**src/rtl/rate_demod.sv**
```systemverilog
// rate_demod: counts rate-multiplier pulses (Zin) over a window of
// 2^WIN_LOG2 qualified strobes (X) and presents the count on C with a
// Valid/Ack handshake and a sticky overrun flag.
module rate_demod #(
  parameter int WIN_LOG2 = 8,
  parameter bit CONT     = 1'b1
) (
  input  logic              CLK,
  input  logic              Clear_N,
  input  logic              Start,
  input  logic              X,
  input  logic              Zin,
  input  logic              Ack,
  output logic [WIN_LOG2:0] C,
  output logic              Valid,
  output logic              Ovr,
  output logic              Busy
);

  typedef enum logic {IDLE, MEAS} state_t;

  state_t              r_state;
  state_t              w_nextState;
  logic [WIN_LOG2-1:0] r_wc;
  logic [WIN_LOG2:0]   r_pc;
  logic [WIN_LOG2:0]   r_c;
  logic                r_valid;
  logic                r_ovr;

  logic                w_strobe;
  logic                w_lastSlot;
  logic                w_winEnd;
  logic                w_ackEff;
  logic [WIN_LOG2:0]   w_zinExt;

  // A strobe only counts while measuring; a restart on the same edge
  // suppresses the window end so the partial result is dropped.
  assign w_strobe   = (r_state == MEAS) && X;
  assign w_lastSlot = (r_wc == '1);
  assign w_winEnd   = w_strobe && w_lastSlot && !Start;
  assign w_ackEff   = Ack && r_valid;
  assign w_zinExt   = {{WIN_LOG2{1'b0}}, Zin};

  // State register.
  always_ff @(posedge CLK) begin
    if (!Clear_N) r_state <= IDLE;
    else          r_state <= w_nextState;
  end

  // Next-state logic: Start always (re)enters MEAS; single-shot mode
  // returns to IDLE once a window completes.
  always_comb begin
    w_nextState = r_state;
    case (r_state)
      IDLE: if (Start) w_nextState = MEAS;
      MEAS: begin
        if (Start)                 w_nextState = MEAS;
        else if (w_winEnd && !CONT) w_nextState = IDLE;
      end
      default: w_nextState = IDLE;
    endcase
  end

  // Window and pulse counters; both wrap to zero at the last strobe.
  always_ff @(posedge CLK) begin
    if (!Clear_N) begin
      r_wc <= '0;
      r_pc <= '0;
    end else if (Start) begin
      r_wc <= '0;
      r_pc <= '0;
    end else if (w_strobe) begin
      if (w_lastSlot) begin
        r_wc <= '0;
        r_pc <= '0;
      end else begin
        r_wc <= r_wc + WIN_LOG2'(1);
        r_pc <= r_pc + w_zinExt;
      end
    end
  end

  // Result register and handshake: a completing window always loads C and
  // sets Valid, otherwise an Ack of a pending result clears Valid.
  always_ff @(posedge CLK) begin
    if (!Clear_N) begin
      r_c     <= '0;
      r_valid <= 1'b0;
    end else if (w_winEnd) begin
      r_c     <= r_pc + w_zinExt;
      r_valid <= 1'b1;
    end else if (w_ackEff) begin
      r_valid <= 1'b0;
    end
  end

  // Sticky overrun: set when an unacknowledged result is overwritten,
  // cleared only by Start or reset.
  always_ff @(posedge CLK) begin
    if (!Clear_N)                         r_ovr <= 1'b0;
    else if (Start)                       r_ovr <= 1'b0;
    else if (w_winEnd && r_valid && !Ack) r_ovr <= 1'b1;
  end

  assign C     = r_c;
  assign Valid = r_valid;
  assign Ovr   = r_ovr;
  assign Busy  = (r_state == MEAS);

endmodule

```
**config.mk**
```make
export PLATFORM = sky130hd
export DESIGN_NAME = rate_demod
export DESIGN_NICKNAME = d
export VERILOG_FILES = /design/src/rtl/rate_demod.sv
export SDC_FILE = /design/constraint.sdc
export NUM_CORES = 1
export LEC_CHECK = 0
export BUFFER_PORTS_ARGS = -buffer_cell sky130_fd_sc_hd__buf_4
export CORE_MARGIN = 10
export CORE_UTILIZATION = 58
export CTS_BUF_LIST = sky130_fd_sc_hd__clkbuf_8
export CTS_CLUSTER_SIZE = 28
export DETAILED_ROUTE_END_ITERATION = 6
export PLACE_DENSITY = 0.9
export REMOVE_ABC_BUFFERS = 1
export SLEW_MARGIN = 0
export SYNTH_ARGS = -nofsm -noshare
export SYNTH_HDL_FRONTEND = slang
export SYNTH_SLANG_ARGS = --single-unit
export TNS_END_PERCENT = 100
```
**constraint.sdc**
```tcl
create_clock -name CLK -period 2 [get_ports CLK]
set_input_delay 0.3 -clock CLK [delete_from_list [all_inputs] [get_ports CLK]]
set_output_delay 0.3 -clock CLK [all_outputs]
set_load 0.02 [all_outputs]
```
==> flow_summary.ini <==
[worst_setup_path]
critPathMaxFanout = 6
r2r_start = r_wc[0]
worst_setup_path_end_kind = register
startpoint = r_wc[0]
crit_type = register to register
reg2reg_slack_ps = 90
reg2reg_to = C[0]
setup.worst_path.end = C[0]
start_kind = register
cp.arrival_ps = 2070
required_ps = 2160
r2r_cells = 6

[floorplanning]
die_x_um = 67.9
start_util_pct = 60.8
ios = 18
row_count = 17
design.core.area_um2 = 2190
die-area_um2 = 4610
die_y_um = 67.9

[synthesis]
synth.top_cell.area_share_pct = 43.6
netlist_top_cells_count = 29 x dfxtp_1, 17 x nand2_1, 11 x a21oi_1, 11 x nor2_1, 8 x o21ai_0
synth_compound_area_share_pct = 16.5
yosysUniqueCellTypes = 33
syn_inst = 148
synth_mux_area_share_pct = 2.26
synth.area.top_cells = dfxtp_1 44%, nand2_1 4.8%, xnor2_1 4.6%
synth.largest_area_cell = dfxtp_1
synth_edf_count = 0
yosys_warnings = 0
synth_seq_area_share_pct = 43.6
synthesis.area_um2 = 1330
yosysMostFrequentCell = dfxtp_1
synthAdderAreaFrac_pct = 2.82
syn_avg_cell_area_um2 = 9.00
synth_top_family_by_area = simple AND/OR/NAND/NOR gates
ys_ff_latch = 29
synthFlopType = dfxtp_1
async_reset_ff_share_pct = 0
yosys.area_share.simple_pct = 23.0
synthXorXnorAreaFrac_pct = 8.55

[clocking]
cts.htree.levels = 2
numCtsBuffers = 5
cts_resized = 0
cts_root_buffer = clkbuf_8
clkSlewWorstSetupHoldPaths_ps = 60
hold_buffers = 0
clk_latency_ps = 270
cts_tree = done
clkSinkCount = 29
clk_path_buf_depth = 2

[global_route]
grt_pass1_vias = 1213
grt_max_degree = 14
grt_pass1_wl_um = 5750
overflow = 0
grt_util_all_layers_pct = 16.2
antenna_found_initial = 0

[job]
maxCapViolCount = 0

[power_and_ir_drop]
cellLeakagePower_nw = 0.650
power_density_nw_per_um2 = 670
ir_drop_mv = 0.648

[detailed_routing]
top_layer = met4
m1WireLength_um = 1360
drt-total-wl_um = 3340
met2_length_um = 1580
drtPass1Iterations = 4
wl_met3_um = 227
viasPerCell = 6.28
vias = 1262
drt_iter0_markers = 90
avgRoutedWirePerCell_um = 16.6
drt.antenna.violating_nets = 0
drcViolationCount = 0

[timing]
holdWs_ps = 279
slew_headroom_pct = 72.2
fmax_mhz = 524
drv_slew = 0
min_period_ps = 1910
period_share_pct = 95.4
hold_violations = 0
setup_viol = 0
skew_ps = 6.27
worst_pin_slew_ps = 413

[cells_and_area]
multiInputGateArea_um2 = 708
n_antenna_cell = 0
nets = 181
fin_util_pct = 72.8
ff_latch_area_um2 = 581
drive_gt1_share_pct = 20.2
fillCellCount = 134
stdcell_count = 201
syn_to_final_growth_pct = 19.8

[place]
portBuffers = 17
dp_cells = 189
hpwl_um = 2340
gp_congestion = 0.884

[worst_hold_path]
hold_class = input pin to register

[outcome]
status = finished, final reports clean
registers in the layout (all words and copies together), names as in the netlist:
signal,flops
r_wc,8
r_pc,9
Valid,1
Ovr,1
C,9
Busy,1
kinds of logic (layout without fill, tap and decap cells):
logic type,count (synthesis),after routing
flops,29,29
buf+inv,9,34
fa+ha+maj,3,3
compound gates,34,34
mux,3,3
xor+xnor,13,13
simple gates,57,57
metal layers:
layer | up-vias | global-route usage (%)
met5 | - | 0
met4 | 0 | 11.3
li1 | 577 | -
met1 | 589 | 18.1
met3 | 25 | 5.38
met2 | 71 | 25.7
critical path: stages (launching register included):
cell and delay (ps):
dfxtp_1 410, ha_1 290, nand4_2 180, nor4_4 460, buf_4 200, mux2i_1 200
nor2b_1 60
cell type report:
cell class              count  share of cell area (%)
flip-flops and latches     29                    36.4
inverters                   1                   0.235
repair buffers             25                    11.8
multi-input cells         110                    44.4
clock buffers               5                    4.31
clock inverters             3                   0.706
well taps                  28                    2.20
worst min-delay path by stage:
stage                 start      end  slack [ps]  cells past startpoint
detailed placement  r_pc[0]  r_pc[0]         450                      2
floorplan             Start     Busy         410                      1
global route          Start     Busy         280                      2
CTS                   Start     Busy         280                      2
finish                Start     Busy         280                      2
global placement    r_pc[0]  r_pc[0]         450                      2
cells in the final DEF, fill, tap and decap left out, drive strengths merged:
master and instances:
dfxtp 29, o21ai 8, a21oi 11, nand2 17, a211oi 1, ha 3, a41oi 1, nand3 7
buf 25, nand4 4, xnor2 7, inv 4, xor2 6, nand2b 2, o21a 2, nor4 2
mux2i 3, nor2 11, and2 1, nor3b 1, a31oi 5, a32o 2, nor2b 4, o31ai 1
clkbuf 5, and3 5, o211a 3, nor3 2, and4 1
power breakdown:
group | switching [mW] | internal [mW]
Sequential | 0.00238 | 0.580
Combinational | 0.0303 | 0.0187
Clock | 0.206 | 0.231
Total | 0.238 | 0.830
metrics by stage:
stage / total power, mW / instance area [um^2] / TNS [ps] / setup slack (ps)
global route: 1.11 / 1600 / -61.2 / -23.6
CTS: 1.07 / 1570 / 0 / 71.7
finish: 1.07 / 1600 / 0 / 92.1
global placement: 0.640 / 1490 / 0 / 210
detailed placement: 0.642 / 1490 / 0 / 110
floorplan: 0.617 / 1290 / 0 / 196
repair_timing:
| action | 4_1_cts | 5_1_grt |
|---|---|---|
| buffers inserted | 0 | 4 |
| endpoints found under the setup margin | 0 | 6 |
| endpoints found under the hold margin | 0 | 0 |
Power figures use the tool's default switching activity.
